$ cat config.mk
export PLATFORM = sky130hd
export DESIGN_NAME = cnt_delta_pulse
export DESIGN_NICKNAME = d
export VERILOG_FILES = /design/src/rtl/cnt_delta_pulse.sv
export SDC_FILE = /design/constraint.sdc
export NUM_CORES = 1
export LEC_CHECK = 0
export ABC_CLOCK_PERIOD_IN_PS = 8900
export BUFFER_PORTS_ARGS = -buffer_cell sky130_fd_sc_hd__buf_4
export CAP_MARGIN = 0
export CORE_AREA = 2 2 85 87
export DETAILED_ROUTE_END_ITERATION = 7
export DIE_AREA = 0 0 87 89
export GPL_ROUTABILITY_DRIVEN = 0
export PLACE_DENSITY = 0.7
export RECOVER_POWER = 25
export SETUP_SLACK_MARGIN = 0.4
export SYNTH_ARGS = -nofsm -noshare
export SYNTH_HDL_FRONTEND = slang
export SYNTH_SLANG_ARGS = --single-unit
export TNS_END_PERCENT = 1
$ cat constraint.sdc
create_clock -name clk -period 8.9 [get_ports clk]
set_input_delay 0.445 -clock clk [delete_from_list [all_inputs] [get_ports clk]]
set_output_delay 0.445 -clock clk [all_outputs]
set_load 0.01 [all_outputs]
$ cat src/rtl/cnt_delta_pulse.sv
// cnt_delta_pulse: turns a synchronised free-running count into handshaked
// event strobes, a saturating backlog and a wide running total.
// Ports:
//    clk      receiving-domain clock
//    rst      asynchronous active-high reset
//    cnt_in   synchronised count sample (CW bits)
//    ev_valid at least one event pending
//    ev_ready consumer takes one event this cycle
//    pending  backlog of unconsumed events (saturates at 2^PW-1)
//    total    running sum of all increments, wraps mod 2^TW
//    ovf      sticky flag: backlog saturated and events were lost
//    clr_ovf  synchronous clear of ovf (a same-edge saturation wins)
module cnt_delta_pulse #(
   parameter int CW = 8,
   parameter int PW = 10,
   parameter int TW = 32
) (
   input  logic          clk,
   input  logic          rst,
   input  logic [CW-1:0] cnt_in,
   output logic          ev_valid,
   input  logic          ev_ready,
   output logic [PW-1:0] pending,
   output logic [TW-1:0] total,
   output logic          ovf,
   input  logic          clr_ovf
);
   // sum width covers pending + delta without overflow
   localparam int SW = (CW > PW ? CW : PW) + 2;
   localparam logic [SW-1:0] PMAX = {{(SW-PW){1'b0}}, {PW{1'b1}}};
   typedef enum logic {INIT, RUN} state_t;
   state_t        state_q;
   logic [CW-1:0] prev_q;
   logic [PW-1:0] pending_q;
   logic [PW-1:0] pending_d;
   logic [TW-1:0] total_q;
   logic          ovf_q;
   logic [CW-1:0] delta;
   logic [SW-1:0] sum;
   logic          pop;
   logic          sat;
   assign ev_valid = pending_q != '0;
   assign pending  = pending_q;
   assign total    = total_q;
   assign ovf      = ovf_q;
   always_comb begin
      // modular subtraction gives the correct delta across a count wrap
      delta     = cnt_in - prev_q;
      pop       = ev_valid & ev_ready;
      // pop implies pending_q >= 1, so this never underflows
      sum       = SW'(pending_q) + SW'(delta) - SW'(pop);
      sat       = sum > PMAX;
      pending_d = sat ? {PW{1'b1}} : sum[PW-1:0];
   end
   always_ff @(posedge clk or posedge rst) begin
      if (rst) begin
         state_q   <= INIT;
         prev_q    <= '0;
         pending_q <= '0;
         total_q   <= '0;
         ovf_q     <= 1'b0;
      end else if (state_q == INIT) begin
         prev_q  <= cnt_in;
         state_q <= RUN;
      end else begin
         prev_q    <= cnt_in;
         pending_q <= pending_d;
         total_q   <= total_q + TW'(delta);
         ovf_q     <= sat | (ovf_q & ~clr_ovf);
      end
   end
endmodule

==> results.md <==
- Crit path capture: total[28]
- Startpoint types: flip-flop
- Hold depth: 1
- ANT nets after route: 0
- CP delay by family, top: compound AO/OA/AOI/OAI gates
- Skew final: between 0.007 and 0.008 ns
- Proportion of layout cells with a drive suffix above 1: between 10 and 15%
- CP cell instances: ha_1 > inv_1 > fa_1 > nand2_1 > nand2_1 > a21oi_1 > o21bai_1 > a21oi_1 > xnor2_1 > ha_1 > a21oi_1 > a21boi_0 > o21ai_0 > a31oi_1 > and4_1 > xor2_1
- Gr usage total: between 10% and 20%
- Filler cells: 624
- WP buf/inv: 1
- Hpwl dp: approximately 5000 um
- CTS tree: yes
- Post-synthesis cell area: 3286 um^2
- Dpl cells: between 400 and 500
- Hold_buf cts: 0
- Layout area overhead: 15.57%
- CP max stage cell: a31oi_1
- Crit Reg-Reg Startpoint: prev_q[0]
- Iteration-0 DRC Markers: 70
- Unrepaired setup endpoints after global routing: no
- Worst setup path startpoint: prev_q[0]
- Period utilisation layout: 44.40%
- CTS Buffer Depth: 2
- Rows: 30
- Postcts setup bufs: 0
- Slew HR: -29.60%
- Drt total wl: roughly 6300 um
- Worst Path Max Fanout: 12
- CP required: 9.13 ns
- Yosys cell types: 44
- Clk_lat worst skew: 0.30 ns
- DRC viols: 0
- Setup Viol. Count Final: 0
- Most Frequent Cell on Critical Path: a21oi_1
- First-pass iteration count of the detailed router: 4
- Clock root cell: clkbuf_8
- #FFs+latches synth: 52
- R2R Setup Slk: approximately 4.9 ns
- Fmax: ~250 MHz
- Levels on crit path: 16
- Setup TNS: 0 ns
- GRT overflow: 0
- Vias: 2505
- I/O pin count: 56
- Core area: 6719 um^2
- Initial antenna violation count: 0
- Share of flip-flops with an asynchronous set or reset: 100.0%
- FF-to-FF path depth: 16
- Placement Setup Slack: 4.661 ns
- Power per cell area: approximately 320 nW/um^2
- Max stage delay on crit path: between 0.8 and 0.9 ns
- NumNets Final: 437
- Final Hold Fails: 0
- Gate Count Post-Synth: 330
- Via density per instance: 5.341
- Worst R2R End: total[28]
- Post_cts resized: 0
- MaxCap Viol Count: 1
- Initial core utilization: approximately half
- Synth Warn #: 0
- Slew @ Worst Pin: roughly 1.9 ns
- Failing checks: capacitance limit, slew limit
- H-tree levels: 2
- Largest net degree at the start of global routing: 53
- Clk sink count: 52
- Vias in the first global route: between 2k and 2.5k
- Synth Flop Type: dfrtp_1
- Max-slew violations: 53
- HP Class: primary input to flip-flop
- Non-Filler Instances: 469
- Leak Pwr: 1.887 nW
- Post-synthesis sequential area ratio: 39.60%
- Setup crit end kind: flip-flop
- Setup CP Type: flip-flop to flip-flop
- WL/cell: 13.53 um
- First-pass GRT wire length: 10840 um
- Clk pin slew, worst setup/hold paths: 0.10 ns
- Mapped Nets: 379
- Antenna cells: 0
- Die height: approximately 89 um
- Minimum clock period: 3.952 ns
- Crit path DAT: 4.18 ns
- I/O Buffers: 55
- Final worst setup slack: 4.948 ns
- DP Area: 3775 um^2
- Die W: 87 um
- TritonCTS Buffers: 5
- Post-route cell area: between 3000 and 4000 um^2
- Worst IR Drop VDD: 0.1713 mV
- Die area: ~7700 um^2
- Power Total: 1.199 mW
- Run status: finished, violations left
- EDFF count, synth: 0
- Syn_area_per_cell: around 10 um^2
## cell families after synthesis
family,count (synthesis),synth area share [%]
xor gates and xnor gates,46,12.26
buffers and inverters,55,6.550
adders and majority gates,37,14.78
muxes,5,1.714
and+or+nand+nor,80,12.87
DFF,52,39.60
other,1,0.1141
AOI/OAI and AO/OA,54,12.11
## cells in the final DEF, fill, tap and decap left out, drive strengths merged, types with 8 or more instances in the layout
cell type,count
o21ai,8
and3,9
dfrtp,52
xor2,15
ha,34
nand2,24
nand3,12
a21oi,14
nor3,8
clkbuf,28
a2bb2oi,9
nand4,8
nor2,8
xnor2,31
buf,33
inv,51
## per-stage QoR
step	hold WS (ns)	utilization, %
CTS	0.2431	57.64
global placement	0.4607	56.18
detailed placement	0.4681	56.18
finish	0.2794	56.52
floorplan	0.4764	-
global route	0.2630	56.52
## cells in the mapped netlist, types with 2 or more instances
cell	number	share of area, %
a211o_1	2	0.53
a21boi_0	3	0.69
a21o_1	2	0.46
a21oi_1	12	1.8
a2bb2oi_1	9	2.4
a31oi_1	4	0.76
and3_1	9	1.7
and4_1	2	0.53
clkbuf_1	2	0.23
dfrtp_1	52	40
fa_1	3	1.8
ha_1	34	13
inv_1	51	5.8
mux2_2	5	1.7
nand2_1	24	2.7
nand3_1	12	1.8
nand4_1	7	1.3
nor2_1	8	0.91
nor2b_1	2	0.38
nor3_1	8	1.2
nor4_1	2	0.38
o21a_1	3	0.69
o21ai_0	8	1.2
o21bai_1	2	0.46
xnor2_1	31	8.3
xor2_1	15	4.0
## worst min path at each step
stage              start         to  slack [ns]
2_1_floorplan  cnt_in[0]  prev_q[0]        0.48
3_3_place_gp   total[31]  total[31]        0.46
3_5_place_dp   total[31]  total[31]        0.47
4_1_cts        cnt_in[0]  prev_q[0]        0.24
5_1_grt        cnt_in[0]  prev_q[0]        0.26
6_report       cnt_in[0]  prev_q[0]        0.28
## area by class of cell
class	instances	area [um^2]	area share (%)
multi-input combinational	223	1769	46.59
sequential	52	1301	34.27
timing repair buffer	55	337.8	8.896
inverter	51	191.4	5.041
tap	80	100.1	2.636
clock buffer	6	82.58	2.175
clock inverter	2	15.01	0.3954
## flip-flops by register name, summed over array words and instances, names as in the netlist
name     cells
ovf          1
pending     10
prev_q       8
state_q      1
total       32
## where the power goes
part	internal, mW	total, mW	leakage (nW)	switching [mW]
logic	0.342	0.718	1.20	0.376
clock network	0.0631	0.141	0.0434	0.0779
registers	0.291	0.340	0.639	0.0493
total	0.696	1.20	1.89	0.503
## layer usage
metal | global-route usage (%) | up-vias | share of wire (%)
li1 | - | 1233 | -
met1 | 21.27 | 1221 | 46
met2 | 32.20 | 45 | 50
met3 | 3.324 | 6 | 3.8
met4 | 4.119 | 0 | 0.87
met5 | 0 | - | 0
Power figures use the tool's default switching activity.
